--- config.mk ---
export PLATFORM = sky130hd
export DESIGN_NAME = pe_select_sequencer
export DESIGN_NICKNAME = d
export VERILOG_FILES = /design/src/rtl/pe_select_sequencer.sv
export SDC_FILE = /design/constraint.sdc
export NUM_CORES = 1
export LEC_CHECK = 0
export BUFFER_PORTS_ARGS = -buffer_cell sky130_fd_sc_hd__clkbuf_2
export CAP_MARGIN = 15
export CORE_ASPECT_RATIO = 0.75
export CORE_MARGIN = 2
export CORE_UTILIZATION = 40
export CTS_BUF_LIST = sky130_fd_sc_hd__clkbuf_8
export DETAILED_ROUTE_END_ITERATION = 12
export MAX_ROUTING_LAYER = met4
export PLACE_DENSITY = 0.63
export SLEW_MARGIN = 20
export SYNTH_ARGS = -nofsm -noshare
export SYNTH_HDL_FRONTEND = slang
export SYNTH_SLANG_ARGS = --single-unit
--- constraint.sdc ---
create_clock -name clk -period 2.2 [get_ports clk]
set_clock_uncertainty 0.2 [all_clocks]
set_input_delay 0.22 -clock clk [delete_from_list [all_inputs] [get_ports clk]]
set_output_delay 0.22 -clock clk [all_outputs]
set_load 0.02 [all_outputs]
--- src/rtl/pe_select_sequencer.sv ---
// pe_select_sequencer: registered PE-select stream generator (direct / scan-up / scan-down / broadcast).
// Define PE_SEL_RANGE_CHECK_EN to reject non-broadcast commands whose address is >= NUM_PE.
module pe_select_sequencer #(
   parameter int NUM_PE     = 8,
   parameter int ADDR_WIDTH = $clog2(NUM_PE),
   parameter int CNT_WIDTH  = 8
) (
   input  logic                  clk,
   input  logic                  rst_n,
   input  logic                  cmd_valid,
   output logic                  cmd_ready,
   input  logic [1:0]            cmd_mode,
   input  logic [ADDR_WIDTH-1:0] cmd_addr,
   input  logic [CNT_WIDTH-1:0]  cmd_count,
   output logic                  sel_valid,
   input  logic                  sel_ready,
   output logic [NUM_PE-1:0]     sel_onehot,
   output logic [ADDR_WIDTH-1:0] sel_addr,
   output logic                  sel_last,
   output logic                  busy,
   output logic                  cmd_err
);

   localparam logic [1:0] MODE_DIRECT    = 2'd0;
   localparam logic [1:0] MODE_SCAN_UP   = 2'd1;
   localparam logic [1:0] MODE_SCAN_DOWN = 2'd2;
   localparam logic [1:0] MODE_BROADCAST = 2'd3;

   localparam logic ST_IDLE = 1'b0;
   localparam logic ST_RUN  = 1'b1;

   localparam logic [ADDR_WIDTH-1:0] MAX_ADDR = ADDR_WIDTH'(NUM_PE - 1);

   logic                  state_q, state_d;
   logic [1:0]            mode_q, mode_d;
   logic [CNT_WIDTH-1:0]  remaining_q, remaining_d;
   logic [ADDR_WIDTH-1:0] addr_q, addr_d;
   logic [NUM_PE-1:0]     onehot_q, onehot_d;
   logic [ADDR_WIDTH-1:0] first_addr, step_addr;
   logic                  beat_done, last_done, accept, reject;

   function automatic logic [NUM_PE-1:0] decode(input logic [1:0] mode,
                                                input logic [ADDR_WIDTH-1:0] addr);
      logic [NUM_PE-1:0] oh;
      oh = '0;
      if (mode == MODE_BROADCAST) begin
         oh = '1;
      end else begin
         // Out-of-range addresses match no bit and therefore select no PE.
         for (int i = 0; i < NUM_PE; i++) begin
            if (addr == ADDR_WIDTH'(i)) oh[i] = 1'b1;
         end
      end
      return oh;
   endfunction

   function automatic logic [ADDR_WIDTH-1:0] next_addr(input logic [1:0] mode,
                                                       input logic [ADDR_WIDTH-1:0] addr);
      logic [ADDR_WIDTH-1:0] nxt;
      case (mode)
         MODE_DIRECT:    nxt = addr;
         MODE_SCAN_UP:   nxt = (int'(addr) >= NUM_PE - 1) ? '0 : addr + ADDR_WIDTH'(1);
         MODE_SCAN_DOWN: nxt = (addr == '0 || int'(addr) > NUM_PE - 1) ? MAX_ADDR
                                                                       : addr - ADDR_WIDTH'(1);
         default:        nxt = '0;
      endcase
      return nxt;
   endfunction

`ifdef PE_SEL_RANGE_CHECK_EN
   logic err_q, err_d;
   assign reject  = (cmd_mode != MODE_BROADCAST) && (int'(cmd_addr) >= NUM_PE);
   assign err_d   = accept && reject;
   assign cmd_err = err_q;

   always_ff @(posedge clk or negedge rst_n) begin
      if (!rst_n) err_q <= 1'b0;
      else        err_q <= err_d;
   end
`else
   assign reject  = 1'b0;
   assign cmd_err = 1'b0;
`endif

   always_comb begin
      beat_done  = (state_q == ST_RUN) && sel_ready;
      last_done  = beat_done && (remaining_q == '0);
      cmd_ready  = (state_q == ST_IDLE) || last_done;
      accept     = cmd_valid && cmd_ready;
      first_addr = (cmd_mode == MODE_BROADCAST) ? '0 : cmd_addr;
      step_addr  = next_addr(mode_q, addr_q);

      // NOTE: every signal gets its hold value first so no path leaves one unassigned (no latches).
      state_d     = state_q;
      mode_d      = mode_q;
      remaining_d = remaining_q;
      addr_d      = addr_q;
      onehot_d    = onehot_q;

      if (beat_done) begin
         if (remaining_q == '0) begin
            state_d  = ST_IDLE;
            onehot_d = '0;
         end else begin
            remaining_d = remaining_q - CNT_WIDTH'(1);
            addr_d      = step_addr;
            onehot_d    = decode(mode_q, step_addr);
         end
      end

      // A new command overrides the return to IDLE when it lands on the final beat.
      if (accept && !reject) begin
         state_d     = ST_RUN;
         mode_d      = cmd_mode;
         remaining_d = cmd_count;
         addr_d      = first_addr;
         onehot_d    = decode(cmd_mode, first_addr);
      end
   end

   // NOTE: sequential state uses non-blocking assignments only, so all flops update together.
   always_ff @(posedge clk or negedge rst_n) begin
      if (!rst_n) begin
         state_q     <= ST_IDLE;
         mode_q      <= MODE_DIRECT;
         remaining_q <= '0;
         addr_q      <= '0;
         onehot_q    <= '0;
      end else begin
         state_q     <= state_d;
         mode_q      <= mode_d;
         remaining_q <= remaining_d;
         addr_q      <= addr_d;
         onehot_q    <= onehot_d;
      end
   end

   assign sel_valid  = (state_q == ST_RUN);
   assign busy       = (state_q == ST_RUN);
   assign sel_addr   = addr_q;
   assign sel_onehot = onehot_q;
   assign sel_last   = (state_q == ST_RUN) && (remaining_q == '0);

endmodule

==> metrics.txt <==
status=complete, but fails checks; failing checks=negative hold slack; Clock Path Buffers=2; Inst Count DP=279; final slew viol count=0; slowest cell on the critical path=dfrtp_2; Critical Path, Cell by Cell=ha_4 > ha_4 > or3_4 > o32ai_4 > a21oi_1 > o41ai_1; max frequency=458 MHz; Worst Setup Start Kind=flip-flop; CP required=2160 ps; antenna-violating nets left=0; Slew @ Worst Pin=581 ps; CP top delay family=compound AO/OA/AOI/OAI gates; DP HPWL=3.29 mm; TritonCTS Buffers=3; Final Non-Filler Cells=298; synth unique cells=53; DR vias/cell=5.61; GRT overflow=0; Reg2Reg Depth=6; Initial Util=42.9%; Buf+Inv Stages, Crit Path=0; Clock transition at path regs=90 ps; FP Rows=19; diode count=0; WL final=4.63 mm; largest net degree at the start of global routing=23; Die W=77.3 um; crit share post-route=99.2%; cells after synthesis=189; Final nets=269; Final setup viols=0; Final Hold Fails=1; routed vias=1673; initial antenna violation count=0; fillers=369; Worst Setup End Kind=flip-flop; 1st-iter DRT viols=144; post-route cell area=2190 sq um; post-synthesis cell area=1610 sq um; clock sinks=22; wire per inst=15.5 um; DP Area=1900 sq um; die area=4560 sq um; Worst Hold Class=primary input to flip-flop; Clock power frac=12.6%; Synth Warn #=0; async set or reset register ratio after synthesis=100%; CTS tree=done; register area share after synthesis=34.2%; average size of a mapped cell=8.53 sq um; max_cap viols=0; H-tree depth=1; critical path's largest stage delay=460 ps; utilization after layout=58.3%; ys flop type=dfrtp_1; core area=3760 sq um; Max-slew headroom=61.3%; Critical Path AT=2140 ps; PortBufs=31; Ports=33; CP dominant cell by count=ha_4; final hold slack=-1.47 ps; Int Pwr=1.70 mW; GRT Util Overall=20.6%; #FFs+latches synth=22; Crit Path Max Fanout=8; Synth Net Count=211; CP Depth=6; area grow syn2layout=35.9%; Switch Pwr=1.33 mW; Die H=59.0 um; later-pin clock latency in the skew report=270 ps; placer congestion estimate=0.855; Post-synth EDFFs=0; # DRC=0; Crit Path Class=flip-flop to flip-flop; hold depth=3; combinational fraction of design power=60.0%; LEAKAGE=0.985 nW; sequential cell fraction of total power=27.4%; first-pass GRT wire length=7.02 mm; number of global-route vias before repair=1399; fraction of layout cells with a size suffix above 1=36.2%; pwr/cell area=1380 nW/um^2; Period minus WS final=2180 ps; Root Buffer=clkbuf_8; DR pass1 iterations=8; Sw Ratio=43.8%; maximum vdd drop=603 uV; RSZ-0062 raised after global routing=true
-- metrics by stage --
| step | worst slack [ps] | power (mW) | hold WS (ps) | TNS, ps |
|---|---|---|---|---|
| floorplan | 5.89 | 1.80 | -276 | 0 |
| global placement | 35.1 | 2.27 | 50.7 | 0 |
| detailed placement | 8.12 | 2.28 | 48.6 | 0 |
| CTS | 9.39 | 2.70 | 2.07 | 0 |
| global route | -23.4 | 3.25 | 12.2 | -83.1 |
| finish | 17.8 | 3.03 | -1.47 | 0 |
-- what timing repair did --
item | 4_1_cts | 5_1_grt
setup endpoints to repair | 3 | 8
setup buffers | 0 | 9
endpoints found under the hold margin | 27 | 0
pin swaps | 1 | 7
resized for setup | 4 | 17
hold buffers | 6 | 0
-- layout by cell type, fill, tap and decap left out, types with 2 or more instances in the layout --
| master | count |
|---|---|
| dfrtp_1 | 20 |
| a32oi_1 | 2 |
| nor3_1 | 7 |
| inv_2 | 3 |
| o31ai_1 | 4 |
| o21ai_0 | 15 |
| dfrtp_2 | 2 |
| a21oi_1 | 11 |
| o41ai_1 | 2 |
| nand2b_1 | 4 |
| a22oi_1 | 2 |
| a221oi_1 | 2 |
| or4_4 | 2 |
| nand2_1 | 21 |
| o21ai_1 | 2 |
| or4_1 | 2 |
| nor2_1 | 19 |
| nand3_1 | 4 |
| inv_1 | 4 |
| clkbuf_8 | 3 |
| dlygate4sd3_1 | 6 |
| a221o_1 | 3 |
| a31oi_1 | 5 |
| o21ai_4 | 2 |
| clkbuf_2 | 30 |
| o311a_1 | 2 |
| buf_4 | 26 |
| nand3b_1 | 2 |
| ha_4 | 3 |
| o21a_1 | 3 |
-- area by class of cell --
type,count,area (sq um),area share (%)
repair buffers,64,424,19.4
clock inverters,1,30.0,1.37
clock buffers,3,41.3,1.88
flip-flops and latches,22,553,25.2
well taps,52,65.1,2.97
inverters,7,26.3,1.20
multi-input cells,149,1050,48.0
-- logic make-up (layout without fill, tap and decap cells) --
family                   after synthesis  in the layout  synth area share, %
multiplexers                           1              1                0.621
AO/OA/AOI/OAI                         69             69                 31.5
adder cells (fa/ha/maj)                5              5                 3.88
AND/OR/NAND/NOR                       73             73                 23.6
other                                  1              1                0.233
flip-flops                            22             22                 34.2
buffers and inverters                 18             75                 5.98
-- worst register-to-register path, cell delays in order (launching register included) --
cell and delay (ps):
dfrtp_2 460, ha_4 180, ha_4 160, or3_4 410, o32ai_4 280, a21oi_1 150
o41ai_1 240
-- routing by layer --
layer / GRT usage (%) / vias up / wire (um)
met5: - / - / 0
met1: 30.5 / 778 / 2240
met4: 3.83 / 0 / 20
met2: 28.7 / 68 / 2060
met3: 5.18 / 2 / 312
li1: - / 825 / -
-- flip-flops by register name, indices dropped and copies added (netlist names) --
register and flops:
busy 1, mode_q 2, remaining_q 8, sel_addr 3, sel_onehot 8
-- synthesized netlist by cell type (2+ instances only) --
master	count	area share, %
dfrtp_1	22	34
nand2_1	21	4.9
nor2_1	19	4.4
o21ai_0	15	4.7
a21oi_1	12	3.7
nor3_1	7	2.2
inv_1	6	1.4
a31oi_1	5	1.9
ha_1	5	3.9
o31ai_1	5	2.3
clkbuf_1	4	0.93
nand2b_1	4	1.6
nand3_1	4	1.2
a221o_1	3	1.9
buf_4	3	1.4
o21a_1	3	1.4
o21ai_1	3	0.93
o41ai_1	3	1.6
or4_1	3	1.4
a221oi_1	2	1.1
a22oi_1	2	0.93
a32oi_1	2	1.1
buf_2	2	0.62
buf_6	2	1.4
nand3b_1	2	0.93
o21ai_4	2	2.0
o311a_1	2	1.2
-- power groups by stage --
stage / combinational (mW) / clock (mW) / sequential [mW]
finish: 1.82 / 0.382 / 0.830
CTS: 1.50 / 0.393 / 0.810
floorplan: 0.939 / 0 / 0.859
detailed placement: 1.47 / 0 / 0.811
global route: 1.98 / 0.415 / 0.854
global placement: 1.47 / 0 / 0.808
-- final timing paths --
check | from | to | slack, ps
setup / recovery | sel_addr[0] | sel_onehot[3] | 20
hold / removal | cmd_mode[1] | mode_q[1] | -1
setup reg to reg | sel_addr[0] | sel_onehot[3] | 20
hold reg to reg | sel_onehot[4] | sel_onehot[4] | 320
max in group asynchronous | rst_n | remaining_q[4] | 1110
min in group asynchronous | rst_n | sel_addr[1] | 280
Power figures use the tool's default switching activity.
